$ cat config.mk
export PLATFORM = sky130hd
export DESIGN_NAME = note_selector
export DESIGN_NICKNAME = d
export VERILOG_FILES = /design/src/rtl/note_selector.sv
export SDC_FILE = /design/constraint.sdc
export NUM_CORES = 1
export LEC_CHECK = 0
export ABC_CLOCK_PERIOD_IN_PS = 2470
export CORE_MARGIN = 4
export CORE_UTILIZATION = 56
export CTS_CLUSTER_DIAMETER = 200
export DETAILED_ROUTE_END_ITERATION = 8
export PLACE_DENSITY = 0.74
export REMOVE_ABC_BUFFERS = 1
export SYNTH_ARGS = -nofsm -noshare
export SYNTH_HDL_FRONTEND = slang
export SYNTH_SLANG_ARGS = --single-unit
$ cat constraint.sdc
create_clock -name clk -period 2.47 [get_ports clk]
set_clock_uncertainty 0.1 [all_clocks]
set_input_delay 0.494 -clock clk [delete_from_list [all_inputs] [get_ports clk]]
set_output_delay 0.494 -clock clk [all_outputs]
set_load 0.01 [all_outputs]
$ cat src/rtl/note_selector.sv
// Note selector front end: debounces four push-buttons into press pulses and
// drives a registered chromatic note frequency (C4..B4) in manual or auto-play mode.
module note_selector #(
  parameter int DEBOUNCE_CYCLES = 1000000,
  parameter int STEP_CYCLES     = 25000000,
  parameter int GAP_CYCLES      = 2500000
) (
  input  logic        clk,
  input  logic        rst,
  input  logic        btn_up,
  input  logic        btn_down,
  input  logic        btn_play,
  input  logic        btn_stop,
  output logic [11:0] freq,
  output logic [3:0]  note_idx,
  output logic        playing
);

  localparam int NB   = 4;
  localparam int DW   = (DEBOUNCE_CYCLES > 2) ? $clog2(DEBOUNCE_CYCLES) : 1;
  localparam int TMAX = (STEP_CYCLES > GAP_CYCLES) ? STEP_CYCLES : GAP_CYCLES;
  localparam int TW   = (TMAX > 2) ? $clog2(TMAX) : 1;

  localparam logic [DW-1:0] DB_LAST   = DW'(DEBOUNCE_CYCLES - 1);
  localparam logic [TW-1:0] STEP_LAST = TW'(STEP_CYCLES - 1);
  localparam logic [TW-1:0] GAP_LAST  = TW'(GAP_CYCLES - 1);

  typedef enum logic [1:0] {SILENT, HOLD, AUTO_NOTE, AUTO_GAP} state_t;

  function automatic logic [11:0] note_freq(input logic [3:0] idx);
    case (idx)
      4'd0:    note_freq = 12'd261;
      4'd1:    note_freq = 12'd277;
      4'd2:    note_freq = 12'd293;
      4'd3:    note_freq = 12'd311;
      4'd4:    note_freq = 12'd330;
      4'd5:    note_freq = 12'd349;
      4'd6:    note_freq = 12'd370;
      4'd7:    note_freq = 12'd392;
      4'd8:    note_freq = 12'd415;
      4'd9:    note_freq = 12'd440;
      4'd10:   note_freq = 12'd466;
      4'd11:   note_freq = 12'd494;
      default: note_freq = 12'd0;
    endcase
  endfunction

  // Bit order: 0 up, 1 down, 2 play, 3 stop.
  logic [NB-1:0] raw, sync1, sync2, level, level_q, press;
  logic [DW-1:0] db_cnt [NB];

  assign raw = {btn_stop, btn_play, btn_down, btn_up};

  always_ff @(posedge clk) begin
    if (rst) begin
      sync1   <= '0;
      sync2   <= '0;
      level   <= '0;
      level_q <= '0;
      press   <= '0;
      // NOTE: the counter array is reset element by element because a stuck
      // count after reset would shorten the first debounce window.
      for (int i = 0; i < NB; i++) db_cnt[i] <= '0;
    end else begin
      // NOTE: non-blocking assignments keep the synchroniser a true two-stage
      // shift register regardless of statement order.
      sync1   <= raw;
      sync2   <= sync1;
      level_q <= level;
      press   <= level & ~level_q;
      for (int i = 0; i < NB; i++) begin
        if (sync2[i] == level[i]) begin
          db_cnt[i] <= '0;
        end else if (db_cnt[i] == DB_LAST) begin
          level[i]  <= ~level[i];
          db_cnt[i] <= '0;
        end else begin
          db_cnt[i] <= db_cnt[i] + 1'b1;
        end
      end
    end
  end

  logic up, down, play, stop, step;
  assign up   = press[0];
  assign down = press[1];
  assign play = press[2];
  assign stop = press[3];
  assign step = up ^ down;  // coincident up/down cancel

  state_t        state, state_n;
  logic [3:0]    idx_n, idx_inc, idx_dec, idx_step;
  logic [TW-1:0] timer, timer_n;

  assign idx_inc  = (note_idx == 4'd11) ? 4'd0 : note_idx + 4'd1;
  assign idx_dec  = (note_idx == 4'd0) ? 4'd11 : note_idx - 4'd1;
  assign idx_step = up ? idx_inc : idx_dec;

  always_comb begin
    // NOTE: defaults first so every path assigns every output; no latches.
    state_n = state;
    idx_n   = note_idx;
    timer_n = timer;
    unique case (state)
      SILENT: begin
        if (stop) begin
          state_n = SILENT;
        end else if (play) begin
          state_n = AUTO_NOTE;
          timer_n = '0;
        end else if (step) begin
          idx_n   = idx_step;
          state_n = HOLD;
        end
      end
      HOLD: begin
        if (stop) begin
          state_n = SILENT;
        end else if (play) begin
          state_n = AUTO_NOTE;
          timer_n = '0;
        end else if (step) begin
          idx_n = idx_step;
        end
      end
      AUTO_NOTE: begin
        timer_n = '0;
        if (stop)                    state_n = SILENT;
        else if (play)               state_n = HOLD;
        else if (timer == STEP_LAST) state_n = AUTO_GAP;
        else                         timer_n = timer + 1'b1;
      end
      AUTO_GAP: begin
        timer_n = '0;
        if (stop) begin
          state_n = SILENT;
        end else if (play) begin
          state_n = HOLD;
        end else if (timer == GAP_LAST) begin
          idx_n   = idx_inc;
          state_n = AUTO_NOTE;
        end else begin
          timer_n = timer + 1'b1;
        end
      end
    endcase
  end

  // Outputs are computed from the next state so they line up with the state register.
  always_ff @(posedge clk) begin
    if (rst) begin
      state    <= SILENT;
      timer    <= '0;
      note_idx <= '0;
      freq     <= '0;
      playing  <= 1'b0;
    end else begin
      state    <= state_n;
      timer    <= timer_n;
      note_idx <= idx_n;
      freq     <= (state_n == HOLD || state_n == AUTO_NOTE) ? note_freq(idx_n) : 12'd0;
      playing  <= (state_n == AUTO_NOTE || state_n == AUTO_GAP);
    end
  end

endmodule

* After elaboration in Yosys (flattened, before gate mapping) *
Memories as Yosys holds them, arrays and structs flattened. A register that Yosys moved wholly into a read port is not among the register bits.
Index checks and enable logic that the tools add are counted.
W data, S select, Z words.

cells by class
  $add $sub $neg = 7
  equal/unequal tests = 19
  muxes and demuxes = 89
  bitwise logic cells = 24
  reduce and logical (&&, ||, !) cells = 11

operator list
  kind                     count
  $mux W20                 12
  $mux W25                 8
  $add A20 B1 Y20 const B  4
  $eq A20 B20 Y1 const B   4
  $pmux W25 S3             1
  $mux W1                  46
  $mux W4                  9
  $add A25 B1 Y25 const B  1
  $eq A25 B22 Y1 const B   1
  $eq A25 B25 Y1 const B   1
  $mux W2                  11
  $or A1 B1 Y1             12
  $reduce_and A2 Y1        5
  $not A1 Y1               9
  $eq A2 B2 Y1 const B     4
  $pmux W2 S4              1
  $pmux W4 S2              1
  $add A4 B1 Y4 const B    1
  $and A4 B4 Y4            1
  $eq A1 B1 Y1             4
  $eq A2 B1 Y1 const B     2
  $eq A4 B4 Y1 const B     1
  $logic_not A4 Y1         1
  $not A4 Y4               1
  7 further kinds          9

word-level totals
  register bits = 64
  memory bits (writable) = 80
  bits in read-only memories = 144
  input port bits = 6
  output and inout port bits = 17
  memories kept = 2

memories
  memory           words  width  read ports  clocked after memory_dff  write ports  line  text
  (no name shown)  16     9      1           1                         0            31    case (idx)
  db_cnt           4      20     4           0                         4            50    logic [DW-1:0] db_cnt [NB];

* Longest topological paths before layout *
Gate-level depths: netlist of the first run.

  depth after elaboration = 9
  gate-level depth with buffers = 11
  mapped depth without buffers = 11

* Worst setup path after synthesis of the first run *
No wires, ideal clock.

  kind = register -> register
  from = reg timer[0]
  to = reg freq[1]
  setup time = 0.092 ns
  arrival = 2.533 ns
  data required time = 2.278 ns
  path slack = -0.255 ns
  cell stages (with the launch flop) = 10
  clock period less this slack = 2.725 ns
  path through = dfxtp_1 > ha_1 > and4_1 > nand2_1 > or3_1 > a211o_1 > ha_1 > or2_2 > buf_1 > o32ai_1

on the way
  word-level cells in the longest chain between the ends = 9
  elaborated cells between the ends (all ways) = 18

RTL lines
  item                                                     line      text
  start: declaration                                       93        logic [TW-1:0] timer, timer_n;
  start signal: assignment                                 159       timer <= timer_n;
  $eq A25 B22 Y1 / $eq A25 B25 Y1 (equally long branches)  139, 130
  $mux W2 (on tied branches)                               139, 130
  $mux W2 (on tied branches)                               137, 129
  $mux W2 (on tied branches)                               135, 128
  $pmux W2 S4                                              104       unique case (state)
  $eq A2 B1 Y1 / $eq A2 B2 Y1 (equally long branches)      161       freq <= (state_n == HOLD || state_n == AUTO_NOTE) ? note_freq(idx_n) : 12'd0;
  $logic_or A1 B1 Y1                                       161
  $not A1 Y1 (no source line)                              -
  $reduce_or A2 Y1 (no source line)                        -
  end: declaration                                         14        output logic [11:0] freq,

Several ways; a longest one is shown, not always the timed one.
A chain may end at the register's enable or synchronous reset.

* Worst setup path in the final report of the first run *
  from = reg note_idx[1]
  to = reg freq[1]

on the way
  word-level cells in the longest chain between the ends = 7
  elaborated cells between the ends (all ways) = 14

RTL lines
  item                                         line      text
  start: declaration                           15        output logic [3:0] note_idx,
  start signal: assignment                     160       note_idx <= idx_n;
  $sub A4 B1 Y4, or another cell as far along  96        assign idx_dec = (note_idx == 4'd0) ? 4'd11 : note_idx - 4'd1;
  $mux W4 (on tied branches)                   96, 95
  $mux W4                                      97        assign idx_step = up ? idx_inc : idx_dec;
  $mux W4                                      111, 122
  $mux W4                                      119       end else if (play) begin
  $mux W4                                      106       if (stop) begin
  $pmux W4 S2 (*)                              104

Every way passes the cells marked *; elsewhere a longest branch is shown, timed or not.

==> impl_metrics.csv, run 1 <==
group,metric,value,unit
power,power_density,586,mW/mm^2
synth,synth_top_family_by_area,"simple AND/OR/NAND/NOR gates",
synth,synth.largest_area_cell,"edfxtp_1",
synth,yosys.cell_types.count,59,
worst_setup_path,worstPathCellList,"inv_1 -> ha_1 -> nand3b_1 -> a2111oi_0 -> o31a_1 -> o31a_1 -> buf_4 -> mux2i_1 -> o32ai_2",
layout,layout_commonest_cell,"nor2_1",
synth,avgSynthCellArea,9.82,sq um
clock_network,tritoncts,"built",
place,dp.cells,1030,
worst_setup_path,critPathLaunchType,"flop",
worst_setup_path,cpLargestDelayFamily,"compound AO/OA/AOI/OAI gates",
route,wl,14700,um
floorplanning,die-area,0.0147,sq mm
worst_setup_path,crit_slowest_cell,"a2111oi_0",
clock_network,cts_hold_buf,0,
place,place.gp.congestion,0.905,
power,power.total,5290,uW
layout,finalNonFillerCells,1072,
synth,synth_mux_area_share,1.25,%
worst_setup_path,cpPeakStageDelay,0.50,ns
min_path,hold_class,"reg -> reg",
floorplanning,core_area,0.0126,sq mm
route,drtPass1Iterations,5,
route,drtIter0Drc,315,
grt,grt_max_degree,31,
grt,grt_pass1_vias,5496,
worst_setup_path,arrival,2.78,ns
route,avgRoutedWirePerCell,13.7,um
floorplanning,die_h,121,um
clock_network,clock-sinks,141,
synth,synth-xor-area-share,10.4,%
job,drv_cap,0,
worst_setup_path,critPathKind,"reg -> reg",
layout,final_cell_mix,"nor2_1, conb_1, edfxtp_1, dfxtp_1, buf_4",
synth,synthCells,732,
synth,ys.warnings.count,0,
worst_setup_path,worstPathMaxFanout,8,
timing,slew_viol_final,0,
timing,tightest_slew,0.512,ns
route,ant_nets,0,
route,viasPerCell,5.30,
timing,finalHoldViolations,0,
clock_network,cts_made_buffers,17,
synth,syn_area,0.00719,sq mm
clock_network,cts-htree-levels,4,
worst_setup_path,required,2.68,ns
outcome,status,"complete, but fails checks",
synth,yosys.area_share.simple,26.6,%
timing,rsz0062_at_grt,"yes",
floorplanning,initial_utilization,57.2,%
clock_network,cts.clk_slew.worst_paths,0.06,ns
layout,diodes,0,
floorplanning,die_x,121,um
synth,synth_fa_ha_area_share,2.26,%
clock_network,clk_latency,0.43,ns
place,dp_slack,-0.245,ns
outcome,violations,"setup timing",
layout,fin_nets,906,
layout,layout-drive-gt1-share,14.3,%
worst_setup_path,cpMostUsedCell,"o31a_1",
synth,yosys_register_bits,141,
place,dp_hpwl,9770,um
worst_setup_path,endpoint_kind,"flop",
grt,grt_usage,20.6,%
route,vias,5678,
synth,seq_area_frac_synth,50.4,%
synth,synth_edf_count,80,
timing,finalCritPeriodShare,104,%
layout,syn2layout_area_growth,25.5,%
place,portBuffers,19,
grt,grt_pass1_wl,24400,um
synth,synth_ff_type,"edfxtp_1",
timing,period_needed,2.58,ns
floorplanning,placementRows,41,
power,p_leak,0.00339,uW
route,remaining_drc_errors,0,
grt,grt_overflow_total,0,
floorplanning,ios,23,
synth,async_reset_ff_share,0,%
worst_setup_path,cp_num_buf_inv,2,
timing,clock.fmax,388,MHz
power,ir_worst_vdd,503,uV
synth,synth_compound_area_share,6.44,%
timing,setup_viol,4,
synth,yosysTopAreaCellShare,33.4,%
grt,antenna_found_initial,0,
clock_network,root_buffer,"clkbuf_16",
synth,synth_area_leaders,"edfxtp_1, dfxtp_1, nor2_1, xor2_1, xnor2_1",
timing,slew_headroom,65.6,%
timing,layout_setup_ws,-0.110,ns
clock_network,cts_buffer_depth,2,
## per-stage QoR
step | hold WS [ns] | TNS [ns] | util [%] | instance area, sq um
final | 0.285 | -0.205 | 71.8 | 9020
after global routing | 0.300 | -1.00 | 71.8 | 9020
after CTS | 0.287 | 0 | 70.4 | 8850
after detailed placement | 0.278 | -1.80 | 65.2 | 8190
after global placement | 0.273 | -1.20 | 65.2 | 8190
after floorplan | 0.267 | -0.637 | - | 7360
## final timing paths
| path | from | end | slack (ns) | cells past startpoint |
|---|---|---|---|---|
| worst max-delay path | note_idx[1] | freq[1] | -0.11 | 9 |
| worst max register to register | note_idx[1] | freq[1] | -0.11 | 9 |
| worst min-delay path | level_q[3] | press[3] | 0.29 | 1 |
| worst min register to register | level_q[3] | press[3] | 0.29 | 1 |
## sequential cells by signal, indices dropped and copies added (netlist names)
| name | count |
|---|---|
| timer | 25 |
| note_idx | 4 |
| db_cnt | 80 |
| state | 2 |
| sync1 | 4 |
| level_q | 4 |
| press | 4 |
| sync2 | 4 |
| freq | 9 |
| level | 4 |
| playing | 1 |
## layout make-up
class	instances	area [sq um]
clock buffers	20	500
clock inverters	12	81.3
fillers	913	3550
inverters	15	56.3
multi-input cells	631	3830
flip-flops and latches	141	3630
well taps	172	215
repair buffers	81	714
## power breakdown
group / internal (uW) / switching [uW] / leakage (uW)
Clock: 1460 / 990 / 0.000288
Sequential: 2550 / 63.1 / 0.00132
Combinational: 96.5 / 134 / 0.00178
## what timing repair did
item	in CTS	in global routing
endpoints found under the hold margin	0	0
buffers inserted	3	7
gates resized for setup	13	21
endpoints found under the setup margin	23	29
pin swaps	8	15
gates cloned	0	1
## cell families after synthesis
family | count (synthesis)
and+or+nand+nor | 370
DFF | 141
xor gates and xnor gates | 85
AOI/OAI and AO/OA | 71
buffers and inverters | 41
adders and majority gates | 13
muxes | 9
other | 2
## per-layer routing
metal	GRT usage (%)	share of wire (%)
met1	25.5	44
met2	35.1	51
met3	4.62	3.6
met4	7.77	1.7
met5	0	0
## cell usage after synthesis (9+ instances only)
master,number
xor2_1,46
dfxtp_1,61
o21ai_0,16
nor3_1,15
inv_1,15
and3_1,21
ha_1,13
a21oi_1,22
nand2_1,51
xnor2_1,39
nor2_1,125
edfxtp_1,80
nand3_1,43
and4_1,9
mux2i_1,9
or3_1,15
nand4_1,22
clkbuf_1,15
nor2b_1,27
(Power assumes the default switching activity.)
==> run 2, diff against run 1 <==
--- a/config.mk
+++ b/config.mk
@@ -10,7 +10,7 @@
 export CORE_UTILIZATION = 56
 export CTS_CLUSTER_DIAMETER = 200
 export DETAILED_ROUTE_END_ITERATION = 8
-export PLACE_DENSITY = 0.74
+export PLACE_DENSITY = 0.77
 export REMOVE_ABC_BUFFERS = 1
 export SYNTH_ARGS = -nofsm -noshare
 export SYNTH_HDL_FRONTEND = slang
==> run 2 against run 1 <==
Net effect:
- the run still ends with setup timing left
- combinational power hardly changed
- power is 1.5% higher
- core utilization is 0.25 points lower
- fmax is 3.0% higher
- global-route usage is 0.44 points higher
- sequential share of layout area is 0.22 points higher
- non-clock buffer count is 1 higher
- cell area is 0.35% lower
- largest cell class unchanged
- largest power group unchanged
- routed wire length hardly changed
==> impl_metrics.csv, run 2 (synthesis results as in run 1) <==
group,metric,value,unit
outcome,status,"complete, but fails checks",
outcome,violations,"setup timing",
floorplanning,initial_utilization,57.2,%
worst_setup_path,arrival,2.71,ns
timing,tightest_slew,0.594,ns
layout,layout-drive-gt1-share,14.1,%
timing,finalHoldViolations,0,
layout,fin_area,0.00899,sq mm
place,dp_hpwl,9970,um
layout,largest_reg_flops,80,
layout,finalNonFillerCells,1073,
worst_setup_path,cpMostUsedCell,"o31a_1",
layout,syn2layout_area_growth,25.1,%
floorplanning,ios,23,
power,p_leak,0.00339,uW
clock_network,cts.clk_slew.worst_paths,0.06,ns
power,pwr-share-seq,48.6,%
clock_network,cts_made_buffers,17,
worst_setup_path,required,2.67,ns
route,drtPass1Iterations,5,
layout,layout_commonest_cell,"nor2_1",
floorplanning,die_h,121,um
min_path,hold_path_depth,1,
power,switchingPower,1140,uW
place,dp_slack,-0.268,ns
floorplanning,placementRows,41,
layout,final_cell_mix,"nor2_1, conb_1, edfxtp_1, buf_4, dfxtp_1",
clock_network,clk_latency,0.42,ns
worst_setup_path,endpoint_kind,"flop",
route,avgRoutedWirePerCell,13.7,um
min_path,hold_class,"reg -> reg",
worst_setup_path,worstPathCellList,"inv_1 -> ha_1 -> nand3b_1 -> a2111oi_0 -> o31a_1 -> o31a_1 -> buf_4 -> mux2i_1 -> o32ai_2",
timing,setup_viol,1,
power,switching_share,21.2,%
layout,final_core_util,71.5,%
worst_setup_path,critPathLaunchType,"flop",
timing,rsz0062_at_grt,"yes",
route,remaining_drc_errors,0,
power,pwr-share-comb,4.2,%
power,p_clk_share,47.2,%
worst_setup_path,worstPathMaxFanout,7,
floorplanning,core_area,0.0126,sq mm
route,drtIter0Drc,466,
timing,layout_setup_ws,-0.0358,ns
timing,clock.fmax,399,MHz
clock_network,cts-htree-levels,4,
worst_setup_path,critPathKind,"reg -> reg",
layout,diodes,0,
route,vias,5772,
timing,finalCritPeriodShare,101,%
power,ir_worst_vdd,431,uV
place,portBuffers,19,
layout,top_register,"db_cnt",
worst_setup_path,reg2reg_depth,9,
place,place.gp.congestion,0.889,
grt,antenna_found_initial,0,
floorplanning,die-area,0.0147,sq mm
power,power_density,597,mW/mm^2
grt,grt_overflow_total,0,
job,drv_cap,0,
route,wl,14700,um
grt,grt_pass1_wl,25000,um
place,post_dp_cell_area,0.00822,sq mm
grt,grt_usage,21.0,%
worst_setup_path,cpPeakStageDelay,0.51,ns
place,dp.cells,1033,
route,viasPerCell,5.38,
worst_setup_path,crit_slowest_cell,"a2111oi_0",
timing,period_needed,2.51,ns
clock_network,clock-sinks,141,
timing,slew_headroom,60.3,%
clock_network,tritoncts,"built",
grt,grt_pass1_vias,5639,
grt,grt_max_degree,26,
clock_network,cts_hold_buf,0,
timing,slew_viol_final,0,
layout,fin_nets,907,
power,internal-power,4230,uW
layout,reg.largest.list,"db_cnt: 80 flops, timer: 25 flops, freq: 9 flops",
timing,whs,0.294,ns
route,ant_nets,0,
clock_network,root_buffer,"clkbuf_16",
floorplanning,die_x,121,um
clock_network,cts_buffer_depth,2,
[run 2: through the flow]
step / setup TNS [ns] / power, uW
final: -0.0358 / 5370
after detailed placement: -1.98 / 2870
after global routing: -0.876 / 5560
after global placement: -1.61 / 2850
after floorplan: -0.637 / 2780
after CTS: 0 / 5400
[run 2: power by group through the flow]
stage                     registers [uW]  clock network (uW)  logic, uW
after floorplan                     2640                   0        140
after global placement              2650                   0        201
after detailed placement            2660                   0        208
after CTS                           2610                2570        215
after global routing                2620                2690        256
final                               2610                2530        228
[run 2: layout make-up]
type	instances	area [sq um]
Clock buffer	20	479
Clock inverter	12	115
Fill cell	922	3580
Inverter	15	56.3
Multi-Input combinational cell	631	3790
Sequential cell	141	3630
Tap cell	172	215
Timing Repair Buffer	82	702
[run 2: worst paths after layout]
kind / from / slack, ns / end
setup reg to reg: note_idx[1] / -0.04 / freq[1]
hold reg to reg: level_q[3] / 0.29 / press[3]
hold / removal: level_q[3] / 0.29 / press[3]
setup / recovery: note_idx[1] / -0.04 / freq[1]
[run 2: timing repair]
item                                    in CTS  in global routing
pin swaps                                    7                  6
buffers inserted                             5                  3
endpoints found under the setup margin      15                  9
cloned                                       1                  0
gates resized for setup                     17                 16
[run 2: worst max-delay path: cells and delay by family (launching register included)]
family | cells | cell delay, ns
AOI/OAI and AO/OA | 4 | 1.10
adders and majority gates | 1 | 0.22
buffers and inverters | 2 | 0.28
DFF | 1 | 0.35
muxes | 1 | 0.22
and+or+nand+nor | 1 | 0.11
[run 2: metal layers]
metal	vias to the layer above	global-route usage, %	part of all wire (%)	wire, um
li1	2837	-	-	-
met1	2742	25.2	44	6400
met2	148	35.5	50	7290
met3	45	5.03	4.2	622
met4	0	10.3	2.8	405
met5	-	0	0	0
==> RTL change: new RTL, settings of run 2 <==
Remove the register `freq`: a continuous assignment takes its place, so the output `freq` follows one clock earlier.
--- a/src/rtl/note_selector.sv
+++ b/src/rtl/note_selector.sv
@@ -152,16 +152,16 @@
       state    <= SILENT;
       timer    <= '0;
       note_idx <= '0;
-      freq     <= '0;
       playing  <= 1'b0;
     end else begin
       state    <= state_n;
       timer    <= timer_n;
       note_idx <= idx_n;
-      freq     <= (state_n == HOLD || state_n == AUTO_NOTE) ? note_freq(idx_n) : 12'd0;
       playing  <= (state_n == AUTO_NOTE || state_n == AUTO_GAP);
     end
   end
 
+  assign freq = (state_n == HOLD || state_n == AUTO_NOTE) ? note_freq(idx_n) : 12'd0;
+
 endmodule
 
Behaviour: no difference found for any inputs over 10 cycles, from zero or initial values and one cycle with rst high; that may be too few to reach the edited logic, so the function may still have changed.
==> RTL change against run 2 <==
  * The run still ends with setup timing left
  * Sequential cell count shrank 9
  * Power fell by 3.9%
  * Non-clock buffer count is 51 higher
  * Setup slack worse by 1.2 ns
  * Synthesized area fell by 1.1%
  * Cell count increased by 4.7%
  * Routed wire length is 13% higher
  * Combinational power is 32% lower
  * Count of clock-buffer cells in the layout up 1
  * Cell area increased by 4.8%
  * Largest power group is now the clock network
==> RTL change: results (changes against run 2) <==
Outcome
  • Outcome: finished, violations left (unchanged)
  • Failing checks: setup timing (unchanged)

Global routing
  • GRT Resource Usage Total: 23.0% (was 21.0%)
  • Met2 Resource Use GR: 41.3% (was 35.5%)
  • Largest net degree at the start of global routing: 25 (was 26)
  • M1 GR Usage: 26.0% (was 25.2%)

Detailed routing
  • Vias post-DR: 6022 (was 5772)
  • DR iter-0 viols: 398 (was 466)
  • DRT met1 WL: 6870 um (was 6400 um)

Critical path
  • RR Endpoint: timer[9]$_SDFFE_PP0P_ (was freq[1]$_SDFF_PP0_)
  • Worst Setup EP: freq[4] (was freq[1]$_SDFF_PP0_)
  • Crit path max-delay family: simple AND/OR/NAND/NOR gates (was compound AO/OA/AOI/OAI gates)
  • Worst path arrival time: 3.15 ns (was 2.71 ns)
  • Max incr delay on CP: 0.56 ns (was 0.51 ns)
  • CP max stage cell: or4b_4 (was a2111oi_0)
  • Worst-path fanout max: 4 (was 7)

STA
  • WHS: 0.287 ns (was 0.294 ns)
  • Final worst slack: -1.27 ns (was -0.0358 ns)
  • Final setup violation count: 10 (was 1)

Yosys
  • Area contributors post-synth: edfxtp_1 (34%), dfxtp_1 (15%), nor2_1 (7.3%) (was edfxtp_1 (33%), dfxtp_1 (17%), nor2_1 (6.5%))
  • Sequential fraction of the synthesis area: 48.4% (was 50.4%)
  • Synth cell types: 64 (was 59)

Finish
  • Nets: 963 (was 907)
  • Largest regs: db_cnt x80, timer x25 (was db_cnt x80, timer x25, freq x9)

Hold path
  • Hold Path End: press[2]$_SDFF_PP0_ (was press[3]$_SDFF_PP0_)
==> RTL change: report_power, final <==
group / leakage [uW] / switching [uW] / internal [uW] / total, uW
sequential: 0.00125 / 62.3 / 2400 / 2460
clock: 0.000305 / 920 / 1620 / 2540
combinational: 0.00209 / 88.7 / 67.6 / 156
==> RTL change: kinds of logic (layout without fill, tap and decap cells) <==
family | after synthesis | count (layout) | synth area share [%]
AO/OA/AOI/OAI | 61 | 61 | 6.16
XOR/XNOR | 91 | 91 | 11.2
adder cells (fa/ha/maj) | 15 | 15 | 2.64
buffers and inverters | 51 | 189 | 3.04
flip-flops | 132 | 132 | 48.4
multiplexers | 5 | 5 | 0.704
other | 2 | 83 | 0.106
AND/OR/NAND/NOR | 379 | 379 | 27.7
==> RTL change: final cells by class <==
cell class	count	area, um^2
Clock inverter	11	120
Multi-Input combinational cell	634	3970
Inverter	24	90.1
Clock buffer	21	492
Sequential cell	132	3450
Fill cell	843	2790
Tap cell	168	210
Timing Repair Buffer	133	1090
